## src/rtl/param_fifo_if.sv

```systemverilog
// -----------------------------------------------------------------------------
// param_fifo_if
//   Handshake/status bundle for param_fifo.
//   master : producer/consumer side. Drives wr, rd, flush, clr_err and data_in,
//            and observes the read data, the occupancy and the status flags.
//   slave  : FIFO side.
//   DATA_W and DEPTH must match the parameters of the attached param_fifo.
// -----------------------------------------------------------------------------
interface param_fifo_if #(
  parameter int DATA_W = 8,
  parameter int DEPTH  = 16
) ();
  localparam int CNT_W = $clog2(DEPTH) + 1;

  logic              wr;
  logic              rd;
  logic              flush;
  logic              clr_err;
  logic [DATA_W-1:0] data_in;
  logic [DATA_W-1:0] data_out;
  logic [CNT_W-1:0]  fifo_count;
  logic              fifo_full;
  logic              fifo_empty;
  logic              fifo_almost_full;
  logic              fifo_almost_empty;
  logic              fifo_overflow;
  logic              fifo_underflow;

  modport master (
    output wr, rd, flush, clr_err, data_in,
    input  data_out, fifo_count, fifo_full, fifo_empty,
           fifo_almost_full, fifo_almost_empty, fifo_overflow, fifo_underflow
  );

  modport slave (
    input  wr, rd, flush, clr_err, data_in,
    output data_out, fifo_count, fifo_full, fifo_empty,
           fifo_almost_full, fifo_almost_empty, fifo_overflow, fifo_underflow
  );
endinterface

```

## src/rtl/param_fifo.sv

```systemverilog
// -----------------------------------------------------------------------------
// param_fifo
//   Parametrised single-clock FIFO with programmable almost-full/almost-empty
//   levels, an occupancy count, a synchronous flush and sticky overflow and
//   underflow flags with an explicit clear.
//
//   Ports:
//     clk    : rising-edge clock
//     rst_n  : asynchronous active-low reset
//     bus    : param_fifo_if.slave
//              wr/rd      write/read requests
//              flush      synchronous empty (same-cycle wr/rd are ignored)
//              clr_err    synchronous clear of the sticky error flags
//              data_in    write data
//              data_out   registered read data (1-cycle latency, holds value)
//              fifo_count occupancy, 0..DEPTH
//              fifo_*     status flags, all derived from the registered count
// -----------------------------------------------------------------------------
module param_fifo #(
  parameter int DATA_W   = 8,
  parameter int DEPTH    = 16,
  parameter int AF_LEVEL = 12,
  parameter int AE_LEVEL = 2
) (
  input  logic          clk,
  input  logic          rst_n,
  param_fifo_if.slave   bus
);

  localparam int PTR_W = $clog2(DEPTH);
  localparam int CNT_W = PTR_W + 1;

  logic [DATA_W-1:0] mem [DEPTH];
  logic [PTR_W-1:0]  wr_ptr;
  logic [PTR_W-1:0]  rd_ptr;
  logic [CNT_W-1:0]  count;
  logic [CNT_W-1:0]  count_nxt;
  logic [DATA_W-1:0] data_out_q;
  logic              overflow_q;
  logic              underflow_q;

  logic full;
  logic empty;
  logic wr_acc;
  logic rd_acc;
  logic overflow_evt;
  logic underflow_evt;

  // Full/empty come from the count, never from pointer equality, so the
  // pointers can simply wrap at DEPTH.
  assign full  = (count == CNT_W'(DEPTH));
  assign empty = (count == '0);

  // A write into a full FIFO is still accepted when a read frees a slot on
  // the same edge. Flush overrides both requests.
  assign wr_acc = bus.wr & (~full | bus.rd) & ~bus.flush;
  assign rd_acc = bus.rd & ~empty & ~bus.flush;

  assign overflow_evt  = bus.wr & full & ~bus.rd & ~bus.flush;
  assign underflow_evt = bus.rd & empty & ~bus.flush;

  // NOTE: every variable assigned in always_comb gets a default first, so no
  // path leaves it unassigned and no latch is inferred.
  always_comb begin
    count_nxt = count;
    unique case ({wr_acc, rd_acc})
      2'b10:   count_nxt = count + 1'b1;
      2'b01:   count_nxt = count - 1'b1;
      default: count_nxt = count;
    endcase
  end

  // NOTE: sequential state uses non-blocking assignments only, so every
  // register samples its inputs as they were before the edge.
  always_ff @(posedge clk or negedge rst_n) begin
    if (!rst_n) begin
      wr_ptr     <= '0;
      rd_ptr     <= '0;
      count      <= '0;
      data_out_q <= '0;
    end else if (bus.flush) begin
      wr_ptr <= '0;
      rd_ptr <= '0;
      count  <= '0;
    end else begin
      if (wr_acc) wr_ptr <= wr_ptr + 1'b1;
      if (rd_acc) begin
        rd_ptr     <= rd_ptr + 1'b1;
        data_out_q <= mem[rd_ptr];
      end
      count <= count_nxt;
    end
  end

  // NOTE: the storage array has no reset; the count marks which entries are
  // valid, and leaving it unreset lets it map onto plain RAM.
  always_ff @(posedge clk) begin
    if (wr_acc) mem[wr_ptr] <= bus.data_in;
  end

  // A new error on the same edge as clr_err takes priority over the clear.
  always_ff @(posedge clk or negedge rst_n) begin
    if (!rst_n) begin
      overflow_q  <= 1'b0;
      underflow_q <= 1'b0;
    end else begin
      if (overflow_evt)     overflow_q <= 1'b1;
      else if (bus.clr_err) overflow_q <= 1'b0;

      if (underflow_evt)    underflow_q <= 1'b1;
      else if (bus.clr_err) underflow_q <= 1'b0;
    end
  end

  assign bus.data_out          = data_out_q;
  assign bus.fifo_count        = count;
  assign bus.fifo_full         = full;
  assign bus.fifo_empty        = empty;
  assign bus.fifo_almost_full  = (count >= CNT_W'(AF_LEVEL));
  assign bus.fifo_almost_empty = (count <= CNT_W'(AE_LEVEL));
  assign bus.fifo_overflow     = overflow_q;
  assign bus.fifo_underflow    = underflow_q;

endmodule

```

## src/flat_wrapper.sv

```systemverilog
// flat-port wrapper written by rule: the top's interface ports become plain ports
module param_fifo_flat 
#(
  parameter int DATA_W   = 8,
  parameter int DEPTH    = 16,
  parameter int AF_LEVEL = 12,
  parameter int AE_LEVEL = 2
)
  (clk, rst_n, bus_wr, bus_rd, bus_flush, bus_clr_err, bus_data_in, bus_data_out, bus_fifo_count, bus_fifo_full, bus_fifo_empty, bus_fifo_almost_full, bus_fifo_almost_empty, bus_fifo_overflow, bus_fifo_underflow);
  param_fifo_if #(.DATA_W(DATA_W), .DEPTH(DEPTH)) bus_i ();
  input  logic clk;
  input  logic rst_n;
  input wire logic [$bits(bus_i.wr)-1:0] bus_wr;
  input wire logic [$bits(bus_i.rd)-1:0] bus_rd;
  input wire logic [$bits(bus_i.flush)-1:0] bus_flush;
  input wire logic [$bits(bus_i.clr_err)-1:0] bus_clr_err;
  input wire logic [$bits(bus_i.data_in)-1:0] bus_data_in;
  output wire logic [$bits(bus_i.data_out)-1:0] bus_data_out;
  output wire logic [$bits(bus_i.fifo_count)-1:0] bus_fifo_count;
  output wire logic [$bits(bus_i.fifo_full)-1:0] bus_fifo_full;
  output wire logic [$bits(bus_i.fifo_empty)-1:0] bus_fifo_empty;
  output wire logic [$bits(bus_i.fifo_almost_full)-1:0] bus_fifo_almost_full;
  output wire logic [$bits(bus_i.fifo_almost_empty)-1:0] bus_fifo_almost_empty;
  output wire logic [$bits(bus_i.fifo_overflow)-1:0] bus_fifo_overflow;
  output wire logic [$bits(bus_i.fifo_underflow)-1:0] bus_fifo_underflow;
  assign bus_i.wr = bus_wr;
  assign bus_i.rd = bus_rd;
  assign bus_i.flush = bus_flush;
  assign bus_i.clr_err = bus_clr_err;
  assign bus_i.data_in = bus_data_in;
  assign bus_data_out = bus_i.data_out;
  assign bus_fifo_count = bus_i.fifo_count;
  assign bus_fifo_full = bus_i.fifo_full;
  assign bus_fifo_empty = bus_i.fifo_empty;
  assign bus_fifo_almost_full = bus_i.fifo_almost_full;
  assign bus_fifo_almost_empty = bus_i.fifo_almost_empty;
  assign bus_fifo_overflow = bus_i.fifo_overflow;
  assign bus_fifo_underflow = bus_i.fifo_underflow;
  param_fifo #(.DATA_W(DATA_W), .DEPTH(DEPTH), .AF_LEVEL(AF_LEVEL), .AE_LEVEL(AE_LEVEL)) u_core (.clk(clk), .rst_n(rst_n), .bus(bus_i));
endmodule
```

## config.mk

```make
export PLATFORM = sky130hd
export DESIGN_NAME = param_fifo_flat
export DESIGN_NICKNAME = d
export VERILOG_FILES = /design/src/rtl/param_fifo_if.sv /design/src/rtl/param_fifo.sv /design/src/flat_wrapper.sv
export SDC_FILE = /design/constraint.sdc
export NUM_CORES = 1
export LEC_CHECK = 0
export BUFFER_PORTS_ARGS = -buffer_cell sky130_fd_sc_hd__buf_2
export CAP_MARGIN = 20
export CORE_ASPECT_RATIO = 1.2
export CORE_MARGIN = 2
export CORE_UTILIZATION = 40
export DETAILED_ROUTE_END_ITERATION = 10
export SLEW_MARGIN = 20
export SYNTH_ARGS = -nofsm -noshare
export SYNTH_HDL_FRONTEND = slang
export SYNTH_SLANG_ARGS = --single-unit
```

## constraint.sdc

```tcl
create_clock -name clk -period 7.65 [get_ports clk]
set_clock_uncertainty 0.1 [all_clocks]
set_input_delay 1.1475 -clock clk [delete_from_list [all_inputs] [get_ports clk]]
set_output_delay 1.1475 -clock clk [all_outputs]
set_load 0.03 [all_outputs]
```

# After elaboration in Yosys (flattened, before gate mapping)
# Memories as Yosys holds them, arrays and structs flattened. A register that Yosys moved wholly into a read port is not among the register bits.
# Cells that the tools add are included.
# word_totals
reg_bits	15
ram_bits	128
in_bits	14
elab_cells	48
memories	1
# op_classes
n_addsub	4
order_cmp	2
eq_ne	3
n_mux	11
bitwise	14
reduce_logical	8
# memory_table
memory	words	word_bits	rd	rd_clocked_by_memory_dff	write_ports	line	text
u_core.mem	16	8	1	1	1	param_fifo.sv:33	logic [DATA_W-1:0] mem [DEPTH];
# ops
cell	n
$mux W4	4
$pmux W5 S2	1
$and A1 B1 Y1	9
$add A4 B1 Y4 const B	2
$reduce_bool A2 Y1	4
$add A5 B1 Y5 const B	1
$eq A5 B5 Y1 const B	1
$ge A5 B4 Y1 const B	1
$le A5 B2 Y1 const B	1
$logic_not A5 Y1	1
$mux W1	5
$mux W5	1
$sub A5 B1 Y5 const B	1
$not A1 Y1	4
$reduce_bool A3 Y1	1
$eq A2 B1 Y1 const B	1
$eq A2 B2 Y1 const B	1
$reduce_and A2 Y1	1
$logic_not A1 Y1	1
$or A1 B1 Y1	1

# Longest topological paths before layout
# depth
depth_word	8
depth_mapped	10
ltp_nobuf	9

# Worst setup path after synthesis
# Ideal clock, no wire load.
# synth_timing
path_type	register -> output
start	register u_core.count[4] (netlist: u_core.bus.fifo_count[4])
end	output bus_fifo_almost_empty
arrival_time_ps	2278
t_required_ps	6403
path_slack_ps	4124
path_stages_with_launch	3
n_path_buf	1
cell_sequence	dfrtp_1 -> buf_2 -> a2111oi_0
# synth_between
elab_chain_len	1
# synth_lines
item	line	text
start, declared	param_fifo.sv:36	logic [CNT_W-1:0] count;
start signal, assigned	param_fifo.sv:91	count <= count_nxt;
$le A5 B2 Y1	param_fifo.sv:120	assign bus.fifo_almost_empty = (count <= CNT_W'(AE_LEVEL));
end, declared	flat_wrapper.sv:23	output wire logic [$bits(bus_i.fifo_almost_empty)-1:0] bus_fifo_almost_empty;
# No other way between the ends.

# Final worst setup path
# layout_timing
start	input bus_flush
end	register u_core.count[4] (netlist: u_core.bus.fifo_count[4])
# layout_between
elab_chain_len	5
# layout_lines
item	line	text
start, declared	flat_wrapper.sv:15	input wire logic [$bits(bus_i.flush)-1:0] bus_flush;
$not A1 Y1 (no line)	--	
$and A1 B1 Y1, on equally long branches	param_fifo.sv:57, param_fifo.sv:56	
$eq A2 B1 Y1 / $eq A2 B2 Y1 (equally long branches)	param_fifo.sv:66	unique case ({wr_acc, rd_acc})
$pmux W5 S2	param_fifo.sv:66	
$mux W5	param_fifo.sv:81	end else if (bus.flush) begin
# Parallel ways exist; a longest one is shown, timed or not.
# A chain may end at the register's enable or synchronous reset.

==> summary.md <==
| Metric | Value |
|---|---|
| IO buf count | 32 |
| Synth Area in Compound Gates | between 3 and 4% |
| Synth Register Bits | around 150 |
| CP Class | in -> reg |
| CTS resizes | 0 |
| Initial antenna violation count | 0 |
| Via Count | ~3200 |
| Post-route ant nets | 0 |
| Fmax | between 0.3 and 0.4 GHz |
| Clock transition at path regs | about 0.060 ns |
| Relative slew margins | around 33% |
| Crit path launch type | input pin |
| Commonest non-fill, non-tap cells in the layout | 128 x edfxtp_1, 32 x mux4_2, 32 x buf_2 |
| Most common cell after layout, fill and taps aside | edfxtp_1 |
| Multiplexer share of the synthesized area | 14.7% |
| Setup bufs post-CTS | 0 |
| Number of synthesized flops with an enable pin | between 100 and 150 |
| Actual slew at the worst max-slew pin | a little over 1 ns |
| Post-Syn Area | just over 6000 um^2 |
| Mapped Cells | approximately 350 |
| Total CTS buffers | 17 |
| Clock sinks | approximately 150 |
| R2R Path End | u_core.mem[14][1] |
| Largest family of logic cells by synthesized area | multiplexers |
| Post-Synth XOR/XNOR Area | ~1.1% |
| Final Power | between 2 and 2.5 mW |
| Fill cell count | 1307 |
| Grt total ovfl | 0 |
| P_leak | between 2 and 2.5 nW |
| Synth unique cells | 48 |
| CP Depth | 10 |
| Critical Path Sink | u_core.bus.fifo_count[4] |
| Post-route setup TNS | 0 ns |
| CP Capture Type | register |
| Syn Nets | about 370 |
| DR WL/cell | about 21 um |
| Placer Congestion | 0.761 |
| Worst Setup SP | bus_flush |
| Top_reg_cell synth | edfxtp_1 |
| Place WS | roughly 4 ns |
| Yosys top cell area share | between 60 and 70% |
| Yosys Warn Count | 0 |
| Area Growth Syn to Fin | 15.3% |
| 1st-iter DRT viols | 261 |
| CP max FO | 22 |
| Clock Tree Buf Depth | 2 |
| Final #Nets | 401 |
| Worst-path cell chain | buf_2 > or3b_1 > o21bai_4 > xnor2_1 > ha_1 > or3_1 > a21oi_1 > mux2i_1 > or4_1 > nand3_1 |
| Fin. max-slew vios | 0 |
| Final hold vios | 0 |
| Post-synthesis sequential area ratio | a little under three quarters |
| DIE WIDTH | between 100 and 150 um |
| Hold Path Class | reg -> reg |
| R2r setup slk | approximately 4.8 ns |
| Routed WL | between 10 and 15 mm |
| CTS tree | built |
| First-pass GRT wire length | just under 20 mm |
| CTS hold repair buffers | 0 |
| Post-Synth Simple-Gate Area | between 6 and 7% |
| Share of layout cells above drive strength 1 | 27.5% |
| Final setup fails | 0 |
| Die Footprint | approximately 17000 um^2 |
| Ranking of synthesized cells by area | edfxtp_1 62%, mux4_2 12%, dfrtp_1 9.3% |
| Peak supply drop | approximately 150 uV |
| Ant. Diodes | 0 |
| Async set or reset register ratio after synthesis | roughly 15% |
| Root Driver | clkbuf_16 |
| Io pins | 33 |
| Delay of the slowest critical-path stage | 0.45 ns |
| Number of global-route vias before repair | 3361 |
| H-tree levels | 4 |
| Final min period | 3.22 ns |
| Post-DP HPWL | ~8 mm |
| CP required | approximately 7.9 ns |
| Max cap viols | 0 |
| Core Box Area | between 15000 and 20000 um^2 |
| Largest net degree at the start of global routing | 36 |
| Die height | between 100 and 150 um |
| Buf+Inv Stages, Crit Path | 1 |
| Clock Latency Late Sink | around 0.42 ns |
| Synth Area per Inst | ~18 um^2 |
| Adder-cell area share of the yosys netlist | 1.41% |
| Router iterations before antenna repair | 4 |
| Rows | 49 |
| RR Startpoint | u_core.bus.fifo_count[2] |
| Final period util | 42.0% |
| Final Worst Setup Slack | 4.43 ns |
| GRT Util Overall | roughly 17% |
| Initial Util | about two fifths |
| Drt drc | 0 |
| Synth area leader | edfxtp_1 |
| Arrival time of the worst setup path | about 3.5 ns |
| Top delay family on crit path | simple AND/OR/NAND/NOR gates |
| Vias/cell | approximately 5.4 |
| Status | completed |
| Reg2reg path depth | 5 |
| Setup repair after global routing missed its margin | no |
| Slowest CP cell | or3b_1 |
| Power Dens Cells | between 300 and 400 nW/um^2 |
## synthesized netlist by cell type, drive strengths merged (2+ instances only)
| cell | number |
|---|---|
| nor2 | 21 |
| or4 | 2 |
| ha | 7 |
| edfxtp | 128 |
| nand2 | 24 |
| a21oi | 4 |
| o21ai | 3 |
| o221ai | 8 |
| clkbuf | 7 |
| xnor2 | 3 |
| mux2i | 18 |
| inv | 7 |
| dfrtp | 23 |
| nand3 | 9 |
| buf | 14 |
| or3 | 3 |
| xor2 | 5 |
| o32ai | 2 |
| mux4 | 32 |
| nor3 | 4 |
| nand2b | 4 |
## cell type report
cell class / count / area, um^2 / area share (%)
Tap cell: 204 / 255 / 3.57
Inverter: 8 / 30.0 / 0.420
Clock buffer: 20 / 437 / 6.11
Sequential cell: 151 / 4420 / 61.8
Timing Repair Buffer: 35 / 183 / 2.55
Clock inverter: 12 / 155 / 2.17
Multi-Input combinational cell: 167 / 1670 / 23.4
## per-stage QoR
step           instance area (um^2)  instances  util, %  hold slack [ns]
6_report                       7150        597     47.4            0.419
5_1_grt                        7150        597     47.4            0.442
4_1_cts                        7150        597     47.4            0.418
3_5_place_dp                   6560        565     43.5            0.399
3_3_place_gp                   6540        565     43.4            0.396
2_1_floorplan                  6200        347        -            0.438
## kinds of logic (layout without fill, tap and decap cells)
logic type                 Yosys count  after routing
and+or+nand+nor                     76             76
muxes                               51             51
adders and majority gates            7              7
buffers and inverters               29             75
DFF                                151            151
AOI/OAI and AO/OA                   25             25
xor gates and xnor gates             8              8
## worst reg2reg max path, stage by stage (launching register included)
cell and delay [ns]:
dfrtp_1 0.55, nor4_2 0.14, nand3_1 0.19, nor3b_1 0.46
nand2_1 0.21, nor2_1 0.80
## where the power goes
group,switching [mW],total [mW],leakage (nW),internal (mW)
combinational,0.278,0.458,0.703,0.179
clock,0.323,0.834,0.274,0.512
sequential,0.0773,1.02,1.45,0.940
total,0.678,2.31,2.43,1.63
## how the worst min path moves through the flow
| stage | start | end | slack, ns | depth (start not counted) |
|---|---|---|---|---|
| finish | u_core.bus.data_out[0] | u_core.bus.data_out[0] | 0.42 | 2 |
| CTS | u_core.bus.data_out[7] | u_core.bus.data_out[7] | 0.42 | 2 |
| detailed placement | u_core.bus.data_out[7] | u_core.bus.data_out[7] | 0.40 | 2 |
| floorplan | u_core.rd_ptr[2] | u_core.rd_ptr[2] | 0.44 | 2 |
| global route | u_core.bus.data_out[4] | u_core.bus.data_out[4] | 0.44 | 2 |
| global placement | u_core.bus.data_out[4] | u_core.bus.data_out[4] | 0.40 | 2 |
## routing by layer
metal	wire, um	global-route usage (%)	share of wire [%]
met5	0	0	0
met4	333	8.05	2.6
met3	459	4.15	3.6
met2	6640	28.4	52
met1	5290	19.8	42
## sequential cells by signal, summed over array words and instances (netlist names)
name and flops:
u_core.bus.fifo_underflow 1, u_core.bus.fifo_overflow 1, u_core.bus.data_out 8, u_core.rd_ptr 4, u_core.wr_ptr 4, u_core.bus.fifo_count 5
u_core.mem 128
Power figures use the tool's default switching activity.
